--- src/rtl/block_row_store.sv ---
// Row-presence store for the blocks painter: holds the brick bitmap, serves the
// current row, applies clear-only write-backs and tracks the remaining-block count.
module block_row_store #(
  parameter int BLOCKS_PER_ROW = 13,
  parameter int NUM_ROWS       = 16,
  parameter int FILLED_ROWS    = 8,
  parameter int CNT_W          = 8
) (
  input  logic                      clk,
  input  logic                      rst,
  input  logic                      level_start,
  input  logic                      new_frame,
  input  logic                      go_next_line,
  input  logic                      write_block_line_state,
  input  logic [BLOCKS_PER_ROW-1:0] new_block_line_state,
  output logic [BLOCKS_PER_ROW-1:0] block_line_state,
  output logic                      busy,
  output logic [CNT_W-1:0]          blocks_remaining,
  output logic                      hit_valid,
  output logic [3:0]                hit_count,
  output logic                      level_cleared
);

  localparam int PTR_W = (NUM_ROWS > 1) ? $clog2(NUM_ROWS) : 1;
  localparam logic [PTR_W-1:0] LAST_ROW   = PTR_W'(NUM_ROWS - 1);
  localparam logic [CNT_W-1:0] INIT_COUNT = CNT_W'(FILLED_ROWS * BLOCKS_PER_ROW);

  typedef enum logic [1:0] {
    S_IDLE    = 2'd0,
    S_INIT    = 2'd1,
    S_RUN     = 2'd2,
    S_CLEARED = 2'd3
  } state_t;

  state_t                    state;
  logic [BLOCKS_PER_ROW-1:0] rows [NUM_ROWS];
  logic [PTR_W-1:0]          row_ptr;
  logic [PTR_W-1:0]          init_ptr;
  logic [BLOCKS_PER_ROW-1:0] cur_row;
  logic [BLOCKS_PER_ROW-1:0] cleared_bits;
  logic [CNT_W-1:0]          removed;

  assign cur_row          = rows[row_ptr];
  assign block_line_state = cur_row;
  assign busy             = (state == S_INIT);
  assign level_cleared    = (state == S_CLEARED);

  // Only bits present in storage can be removed, so the count cannot underflow.
  always_comb begin
    cleared_bits = cur_row & ~new_block_line_state;
    removed      = '0;
    for (int i = 0; i < BLOCKS_PER_ROW; i++) begin
      removed = removed + CNT_W'(cleared_bits[i]);
    end
  end

  always_ff @(posedge clk) begin
    if (rst) begin
      state            <= S_IDLE;
      row_ptr          <= '0;
      init_ptr         <= '0;
      blocks_remaining <= '0;
      hit_valid        <= 1'b0;
      hit_count        <= '0;
      for (int i = 0; i < NUM_ROWS; i++) begin
        rows[i] <= '0;
      end
    end else begin
      hit_valid <= 1'b0;
      if (level_start) begin
        init_ptr         <= '0;
        row_ptr          <= '0;
        blocks_remaining <= '0;
        state            <= S_INIT;
      end else if (state == S_INIT) begin
        // One row per cycle; pointer and write inputs are frozen until done.
        rows[init_ptr] <= (int'(init_ptr) < FILLED_ROWS) ? '1 : '0;
        init_ptr       <= init_ptr + PTR_W'(1);
        if (init_ptr == LAST_ROW) begin
          blocks_remaining <= INIT_COUNT;
          state            <= (FILLED_ROWS == 0) ? S_CLEARED : S_RUN;
        end
      end else begin
        if (state == S_RUN && write_block_line_state) begin
          rows[row_ptr]    <= cur_row & new_block_line_state;
          blocks_remaining <= blocks_remaining - removed;
          if (removed != '0) begin
            hit_valid <= 1'b1;
            hit_count <= removed[3:0];
          end
          if (blocks_remaining == removed) begin
            state <= S_CLEARED;
          end
        end
        // The write above targets the pre-increment row.
        if (new_frame) begin
          row_ptr <= '0;
        end else if (go_next_line) begin
          row_ptr <= (row_ptr == LAST_ROW) ? '0 : row_ptr + PTR_W'(1);
        end
      end
    end
  end

endmodule

--- config.mk ---
export PLATFORM = sky130hd
export DESIGN_NAME = block_row_store
export DESIGN_NICKNAME = d
export VERILOG_FILES = /design/src/rtl/block_row_store.sv
export SDC_FILE = /design/constraint.sdc
export NUM_CORES = 1
export LEC_CHECK = 0
export ABC_AREA = 1
export BUFFER_PORTS_ARGS = -buffer_cell sky130_fd_sc_hd__buf_2
export CORE_MARGIN = 2
export CORE_UTILIZATION = 56
export CTS_CLUSTER_SIZE = 25
export DETAILED_ROUTE_END_ITERATION = 10
export GPL_ROUTABILITY_DRIVEN = 0
export PLACE_DENSITY = 0.77
export SLEW_MARGIN = 0
export SYNTH_ARGS = -nofsm -noshare
export SYNTH_HDL_FRONTEND = slang
export SYNTH_SLANG_ARGS = --single-unit
export TNS_END_PERCENT = 1
--- constraint.sdc ---
create_clock -name clk -period 4.8 [get_ports clk]
set_input_delay 0.96 -clock clk [delete_from_list [all_inputs] [get_ports clk]]
set_output_delay 0.96 -clock clk [all_outputs]
set_load 0.02 [all_outputs]
# After elaboration in Yosys (flattened, before gate mapping)
# Memories as Yosys holds them, arrays and structs flattened. A register that Yosys moved wholly into a read port is not among the register bits.
# Cells that the tools add are included.
[word_totals]
ram_bits = 208
elab_cells = 86
regBits = 23
memories = 1
out_inout_bits = 28
in_bits = 19
[memory_table]
columns = ["memory", "depth", "word_bits", "rd", "rd_clocked_by_memory_dff", "write_ports", "line", "rtl"]
rows = [
  ["rows", 16, 13, 1, 1, 16, "36", "logic [BLOCKS_PER_ROW-1:0] rows [NUM_ROWS];"],
]
[op_classes]
bitwise = 6
add_sub_neg = 15
eq_ne = 8
order_cmp = 1
reduce_logical = 16
mux = 32
[ops]
columns = ["cell", "n"]
rows = [
  ["8-bit by 1-bit adder with 8-bit output", 5],
  ["13-bit two-way mux", 3],
  ["4-bit two-way mux", 7],
  ["13-bit bitwise AND", 2],
  ["13-bit OR reduction", 2],
  ["8-bit two-way mux", 3],
  ["1-bit two-way mux", 15],
  ["13-bit inverter", 1],
  ["4-bit by 1-bit adder with 4-bit output, second input constant", 2],
  ["7-bit by 1-bit adder with 8-bit output", 1],
  ["4-bit == test, second input constant", 2],
  ["8-bit == test", 1],
  ["2-bit two-way mux", 4],
  ["8-bit nonzero test", 1],
  ["8-bit subtractor", 1],
  ["6-bit by 1-bit adder with 7-bit output", 1],
  ["5-bit by 1-bit adder with 6-bit output", 1],
  ["3-bit AND reduction", 2],
  ["2-bit nonzero test", 3],
  ["3-bit nonzero test", 2],
  ["4-bit by 1-bit adder with 5-bit output", 1],
  ["3-bit by 1-bit adder with 4-bit output", 1],
  ["2-bit == test, second input constant", 2],
  ["4-bit less-than comparator, second input constant", 1],
  ["11 further kinds", 14],
]

# Logic depth before layout (Yosys ltp)
# Gate-level depths: netlist of run 1.
[depth]
depth_word = 19
ltp_mapped = 31
ltp_nobuf = 28

# Worst setup path before layout of run 1
# Ideal clock, no wire load.
[synth_path]
path_kind = "register -> register"
from = "register with a tool-made name"
to = "register blocks_remaining[1]"
path_slack_ps = -624
n_path_buf = 3
setup_time_ps = 71
path_stages_with_launch = 24
required_time_ps = 4729
synth_period_minus_slack_ps = 5424
t_arrival_ps = 5353
path_cell_list = "dfxtp_1 -> buf_2 -> inv_1 -> buf_4 -> buf_4 -> nand2_1 -> nand2_1 -> nand2_1 -> nand3_1 -> nand3_1 -> nand2_1 -> nand2_1 -> fa_1 -> fa_1 -> fa_1 -> inv_1 -> fa_1 -> fa_1 -> inv_1 -> fa_1 -> inv_1 -> fa_1 -> or2_2 -> a21oi_1"
[synth_lines]
columns = ["element", "line", "rtl"]
rows = [
  ["end signal, assigned", "86", "blocks_remaining <= blocks_remaining - removed;"],
  ["end, declared", "18", "output logic [CNT_W-1:0] blocks_remaining,"],
]

==> results of run 1 <==
==> per-stage QoR <==
stage	instance area [sq um]	power (uW)	std cells	TNS [ns]
after floorplan	12020	2802	1303	-0.8687
after global placement	12580	3025	1593	-4.532
after detailed placement	12580	3042	1593	-5.402
after CTS	13570	5085	1641	-4.260
after global routing	13580	5253	1641	-8.373
final	13580	5092	1641	-4.551
==> sequential cells by signal, summed over array words and instances, names as in the netlist, named ones only <==
register          count
rows                208
state                 2
hit_count             4
row_ptr               4
init_ptr              4
blocks_remaining      8
hit_valid             1
==> cells in the final DEF (no fill, tap or decap), types with 10 or more instances in the layout <==
cell type	instances
nand2_1	290
a21oi_1	232
edfxtp_1	208
inv_1	109
nand3_1	103
nor2_1	79
buf_4	63
buf_2	46
nand2_2	33
o21ai_0	30
o211ai_1	30
dfxtp_1	26
clkbuf_16	25
nand3_2	10
==> report_power, final <==
| group | leakage, uW | internal (uW) | switching, uW |
|---|---|---|---|
| logic | 0.00304 | 273 | 442 |
| registers | 0.00237 | 2290 | 25.3 |
| clock network | 0.000426 | 1220 | 832 |
==> worst register-to-register path: stages (launching register included) <==
cell and delay, ns:
dfxtp_4 0.43, buf_16 0.22, nand2_1 0.10, o211ai_1 0.11
nand3_1 0.15, nand3_1 0.14, a21oi_2 0.08, fa_1 0.55
inv_1 0.05, fa_1 0.48, fa_1 0.52, inv_1 0.06
fa_1 0.46, fa_2 0.37, inv_2 0.07, fa_1 0.45
ha_1 0.33, a21oi_1 0.12, nand2_1 0.09, nand3_2 0.12
nand2_1 0.06, nand2_1 0.06, nand3_1 0.06, nand2_1 0.06
inv_1 0.03
==> metal layers <==
metal	share of wire, %	GRT usage [%]	up-vias	routed length (um)
li1	-	-	4514	-
met1	38	38.88	4572	12420
met2	47	46.42	565	15120
met3	10	6.128	108	3262
met4	4.6	13.16	0	1475
met5	0	0	-	0
==> logic make-up after synthesis <==
| group | share of synthesized area, % |
|---|---|
| flip-flops | 56.87 |
| AND/OR/NAND/NOR | 19.17 |
| adder cells (fa/ha/maj) | 2.349 |
| AO/OA/AOI/OAI | 13.59 |
| buffers and inverters | 7.958 |
| XOR/XNOR | 0.07340 |
==> final cells by class <==
cell class	count	area, sq um
inverters	120	460.4
flip-flops and latches	235	6790
repair buffers	114	823.3
clock buffers	25	625.6
well taps	275	344.1
fillers	1690	7380
clock inverters	21	244.0
multi-input cells	851	4288
==> final timing paths <==
| path | from | end | slack (ns) |
|---|---|---|---|
| max reg2reg | flip-flop | blocks_remaining[5] | -0.46 |
| max | flip-flop | blocks_remaining[5] | -0.46 |
| min reg2reg | hit_count[0] | hit_count[0] | 0.47 |
| min | hit_count[0] | hit_count[0] | 0.47 |
==> timing repair <==
action | CTS | global route
cloned | 1 | 0
setup buffers | 1 | 0
resized for setup | 20 | 1
pin swaps | 2 | 0
endpoints found under the setup margin | 14 | 14
==> reports/summary.txt, run 1 <==
Via count of the first global-routing pass - 9,288
Router iterations before antenna repair - 6
Fraction of synthesized cell area taken by the top area cell type - 52.34%
CTS Hold Bufs - 0
Post-route clock period utilization - 109.5%
Status - finished with violations
Cell depth of the worst min-delay path - 2
Reg2reg path depth - 24
Failing checks - setup timing
Cell types occupying the most area after synthesis - edfxtp_1 52%, a21oi_1 9.9%, nand2_1 9.3%, nand3_1 4.7%, dfxtp_1 4.5%
Number of enable flip-flop cells after synthesis - 208
Leakage power total - 0.005829 uW
Max Fclk - 190.2 MHz
Post-detailed-route count of antenna-violating nets - 0
Setup violation total in the final timing report - 14
Worst vdd rail ir drop - 0.2909 mV
Distinct cell type count of the synthesized netlist - 35
Crit-path leading delay family - adder cells
Clk Latency, worst-skew pair - 0.54 ns
Via count - 9,759
Core box area - 20,960 sq um
Shortest period the worst path allows - 5.256 ns
Worst slew margin relative to its limit - 32.18%
Average wire per cell in the routed design - 19.67 um
Chip width - 150.0 um
Post-synthesis instance total - 1,303
Maximum Capacitance Violations - 0
Clock-pin slew on the worst setup and hold paths - 0.06 ns
Combined area of all synthesized cells - 11,930 sq um
H-tree Lvls - 1
Placement Setup Slack - -0.4875 ns
Global-route usage over all layers - 29.23%
Final Hold Fails - 0
Clock buffers created by TritonCTS - 25
Critical path endpoint category - flip-flop
Clock Sinks - 235
Register bit total from synthesis - 235
Std-Cell Rows - 53
Commonest cells in the netlist - 295 x nand2_1, 235 x a21oi_1, 208 x edfxtp_1
Worst path buffer plus inverter count - 5
Post-route DRC - 0
Crit path cell chain - buf_16 -> nand2_1 -> o211ai_1 -> nand3_1 -> nand3_1 -> a21oi_2 -> fa_1 -> inv_1 -> fa_1 -> fa_1 -> inv_1 -> fa_1 -> fa_2 -> inv_2 -> fa_1 -> ha_1 -> a21oi_1 -> nand2_1 -> nand3_2 -> nand2_1 -> nand2_1 -> nand3_1 -> nand2_1 -> inv_1
Worst min-delay path category - flip-flop to flip-flop
Largest stage delay, worst path - 0.55 ns
Number of slew-limit violations in the final report - 0
Worst-margin pin slew - 1.015 ns
I/O Pins - 47
CP Class - flip-flop to flip-flop
Critical Path Fanout Max - 36
Final setup margin - -0.4565 ns
Power density normalized to cell area - 375.1 nW/um^2
Overall die height - 150.0 um
Required time of the critical path - 5.24 ns
Signed area change from the synthesized netlist to the final layout - 13.76%
Slowest stage cell on the critical path - fa_1
Count of buffers from port buffering - 46
Number of synthesis warnings - 0
Final routed wirelength across all metal layers - 32.28 mm
Diode insertion count for antenna repair - 0
Core Util, Final - 64.78%
Worst Clk Skew - 0.02595 ns
Die Outline Area - 22,490 sq um
Post-synthesis sequential area ratio - 56.87%
Most area-hungry cell type in the Yosys netlist - edfxtp_1
Starting DRT DRC Count - 1,099
CTS tree - built
Initial Utilization - 56.95%
Total stage count of the critical path - 24
Worst setup SP type - flip-flop
Cell chosen for the clock root - clkbuf_16
Syn Nets - 1,339
Net count reported at finish - 1,383
Largest net degree at the start of global routing - 92
Total congestion overflow - 0
Arr. time, crit path - 5.70 ns
Most frequent cell after synthesis - nand2_1
Fraction of registers with async set or reset after synthesis - 0%
Initial antenna violation count - 0
Global-route wire length before repair - 50.33 mm
Hold Worst Slack - 0.4695 ns
HPWL Detailed - 20.89 mm
Main synth FF type - edfxtp_1
Proportion of layout cells with a drive suffix above 1 - 16.98%
Syn avg cell area - 9.159 sq um
RSZ-0062 raised after global routing - true
CTS max path bufs - 3
Mean number of vias per cell - 5.947
Power figures use the tool's default switching activity.
==> run 2: changes to the inputs <==
--- a/config.mk
+++ b/config.mk
@@ -5,14 +5,14 @@
 export SDC_FILE = /design/constraint.sdc
 export NUM_CORES = 1
 export LEC_CHECK = 0
-export ABC_AREA = 1
+export ABC_AREA = 0
 export BUFFER_PORTS_ARGS = -buffer_cell sky130_fd_sc_hd__buf_2
 export CORE_MARGIN = 2
 export CORE_UTILIZATION = 56
 export CTS_CLUSTER_SIZE = 25
 export DETAILED_ROUTE_END_ITERATION = 10
 export GPL_ROUTABILITY_DRIVEN = 0
-export PLACE_DENSITY = 0.77
+export PLACE_DENSITY = 0.76
 export SLEW_MARGIN = 0
 export SYNTH_ARGS = -nofsm -noshare
 export SYNTH_HDL_FRONTEND = slang
==> reports/summary.txt, run 2 <==
Count of buffers from port buffering - 46 (unchanged)
Status - finished with violations
Maximum Capacitance Violations - 0 (unchanged)
Library cell appearing most often on the critical path - fa_1
Global-route wire length before repair - 48.60 mm (-3.4%)
Most frequent cells in the layout - 233 x nor2_1, 208 x edfxtp_1, 96 x mux2i_1
Arr. time, crit path - 6.36 ns (+0.66 ns)
Setup slack of the most critical reg-to-reg path - -1.12 ns (-0.66 ns)
Worst-margin pin slew - 1.021 ns (+0.006363 ns)
Most frequent cell after synthesis - nor2_1
CTS tree - built
Worst flop-to-flop path endpoint - blocks_remaining[7]
Initial antenna violation count - 0 (unchanged)
Overall die height - 147.1 um (-1.9%)
Slowest stage cell on the critical path - fa_1
Reg2reg path depth - 20 (-17%)
Total congestion overflow - 0 (unchanged)
Net count reported at finish - 1,136 (-18%)
Global-route usage over all layers - 29.63% (+0.40 points)
Average wire per cell in the routed design - 23.05 um (+17%)
Clock-pin slew on the worst setup and hold paths - 0.06 ns (about the same)
Power, Total - 4884 uW (-4.1%)
Chip width - 147.1 um (-1.9%)
Worst Clk Skew - 0.01811 ns (-0.007847 ns)
Failing checks - setup timing
Number of enable flip-flop cells after synthesis - 208 (unchanged)
Distinct cell type count of the synthesized netlist - 61 (+74%)
Commonest cells in the netlist - 233 x nor2_1, 208 x edfxtp_1, 97 x mux2i_1
Starting DRT DRC Count - 1,066 (-3.0%)
Diode insertion count for antenna repair - 0 (unchanged)
Largest net degree at the start of global routing - 29 (-68%)
HPWL Detailed - 21.48 mm (+2.9%)
Post-detailed-route count of antenna-violating nets - 0 (unchanged)
Std-Cell Rows - 52 (-1.9%)
Largest registers - rows x208, blocks_remaining x8
Required time of the critical path - 5.24 ns (about the same)
Final routed wirelength across all metal layers - 32.00 mm (-0.88%)
Number of slew-limit violations in the final report - 0 (unchanged)
Crit path cell chain - buf_12 -> bufbuf_16 -> mux2i_1 -> a22oi_2 -> a21o_1 -> nand2b_1 -> fa_1 -> fa_1 -> fa_1 -> inv_1 -> fa_1 -> fa_2 -> inv_2 -> fa_2 -> ha_4 -> nor2b_1 -> o31ai_2 -> a21boi_2 -> or4_1 -> a211oi_2
Register with the most flip-flops - rows
Post-synthesis sequential area ratio - 59.15% (+2.3 points)
Crit-path leading delay family - adder cells
Final Hold Fails - 0 (unchanged)
Filler instances - 1,483 (-12%)
Clk Latency, worst-skew pair - 0.52 ns (-0.02 ns)
Signed area change from the synthesized netlist to the final layout - 18.41%
Core Util, Final - 67.36% (+2.6 points)
Largest stage delay, worst path - 0.52 ns (-0.03 ns)
I/O Pins - 47 (unchanged)
Via count of the first global-routing pass - 8,389 (-9.7%)
Die Outline Area - 21,650 sq um (-3.8%)
Combined area of all synthesized cells - 11,470 sq um (-3.9%)
CP Class - flip-flop to flip-flop
Fraction of registers with async set or reset after synthesis - 0% (unchanged)
Final setup margin - -1.117 ns (-0.6603 ns)
Hold Worst Slack - 0.4908 ns (+0.02134 ns)
Router iterations before antenna repair - 6 (unchanged)
Via count - 8,536 (-13%)
Worst setup SP type - flip-flop
Shortest period the worst path allows - 5.917 ns (+0.6603 ns)
Mean number of vias per cell - 6.150 (+3.4%)
Most common cell after layout, fill and taps aside - nor2_1
Setup violation total in the final timing report - 15 (+1)
RSZ-0062 raised after global routing - true
Main synth FF type - edfxtp_1
H-tree Lvls - 1 (unchanged)
Max Fclk - 169.0 MHz (-11%)
Most area-hungry cell type in the Yosys netlist - edfxtp_1
Core box area - 20,170 sq um (-3.7%)
Critical Path Fanout Max - 8 (-78%)
Worst vdd rail ir drop - 0.2545 mV (-12%)
Proportion of layout cells with a drive suffix above 1 - 22.00% (+5.0 points)
Syn Nets - 1,030 (-23%)
Cell types occupying the most area after synthesis - edfxtp_1 54%, mux2i_1 8.5%, nor2_1 7.6%, dfxtp_1 4.7%, nand2_1 1.9%
Number of flip-flops in the largest register - 208 (unchanged)
Critical path endpoint category - flip-flop
Clock buffers created by TritonCTS - 24 (-4.0%)
Last element of the critical path - blocks_remaining[7]
Worst min-delay path category - flip-flop to flip-flop
Initial Utilization - 56.89% (-0.064 points)
Post-synthesis instance total - 994 (-24%)
Register bit total from synthesis - 235 (unchanged)
Syn avg cell area - 11.54 sq um (+26%)
Leakage power total - 0.005244 uW (-10%)
Power density normalized to cell area - 359.5 nW/um^2 (-4.2%)
Total stage count of the critical path - 20 (-17%)
Clock Sinks - 235 (unchanged)
Worst path buffer plus inverter count - 4 (-1)
Number of synthesis warnings - 0 (unchanged)
Post-route clock period utilization - 123.3% (+14 points)
CTS max path bufs - 3 (unchanged)
CTS Hold Bufs - 0 (unchanged)
Worst slew margin relative to its limit - 31.92% (-0.26 points)
Cell chosen for the clock root - clkbuf_16
Post-route DRC - 0 (unchanged)
Fraction of synthesized cell area taken by the top area cell type - 54.44% (+2.1 points)
[run 2: worst min path at each step]
| stage | cells past startpoint | endpoint | startpoint |
|---|---|---|---|
| 2_1_floorplan | 1 | state[1] | state[1] |
| 3_3_place_gp | 2 | hit_count[2] | hit_count[2] |
| 3_5_place_dp | 2 | hit_count[1] | hit_count[1] |
| 4_1_cts | 2 | hit_count[1] | hit_count[1] |
| 5_1_grt | 2 | hit_count[2] | hit_count[2] |
| 6_report | 2 | hit_count[1] | hit_count[1] |
[run 2: what timing repair did]
item,in CTS,in global routing
endpoints found under the hold margin,0,0
setup buffers,8,1
resized for setup,22,9
pin swaps,12,4
cloned,2,0
setup endpoints to repair,15,15
[run 2: per-stage QoR]
stage	setup WS, ns	cells	setup TNS, ns	area [sq um]
6_report	-1.117	1388	-10.35	13590
5_1_grt	-1.329	1388	-13.41	13590
4_1_cts	-1.094	1387	-9.945	13530
3_5_place_dp	-1.276	1333	-11.74	12490
3_3_place_gp	-1.146	1333	-10.55	12490
2_1_floorplan	-1.032	994	-8.056	11550
[run 2: cells by family after synthesis]
| family | after synthesis | share of synthesized area [%] |
|---|---|---|
| flops | 235 | 59.15 |
| xor+xnor | 8 | 0.6107 |
| compound gates | 126 | 8.190 |
| buf+inv | 88 | 4.220 |
| fa+ha+maj | 18 | 2.530 |
| simple gates | 418 | 16.44 |
| mux | 101 | 8.855 |
[run 2: layout make-up]
type                    count  area (sq um)  area share, %
clock buffers              39         738.2          5.434
clock inverters             5         78.83         0.5802
inverters                  16         60.06         0.4421
multi-input cells         671          4387          32.29
flip-flops and latches    235          6792          49.99
well taps                 270         337.8          2.487
repair buffers            152          1192          8.777
[run 2: power by group]
group	switching (uW)	internal [uW]	leakage, uW	total (uW)
logic	352	289	0.00248	641
registers	28.1	2290	0.00237	2320
clock network	769	1160	0.000401	1930
total	1150	3740	0.00524	4880
[run 2: per-layer routing]
layer  share of wire [%]  track usage, %  vias up
met2                  47           48.53      509
met3                  10           5.776       88
met4                 3.9           10.34        0
met5                   0               0        -
met1                  38           39.93     4125
li1                    -               -     3814
[run 2: worst register-to-register path, delay by kind of cell, from the launching register on]
| kind | cells | cell delay [ns] |
|---|---|---|
| buf+inv | 4 | 0.56 |
| flops | 1 | 0.37 |
| fa+ha+maj | 7 | 2.99 |
| compound gates | 5 | 1.11 |
| simple gates | 3 | 0.65 |
| mux | 1 | 0.14 |
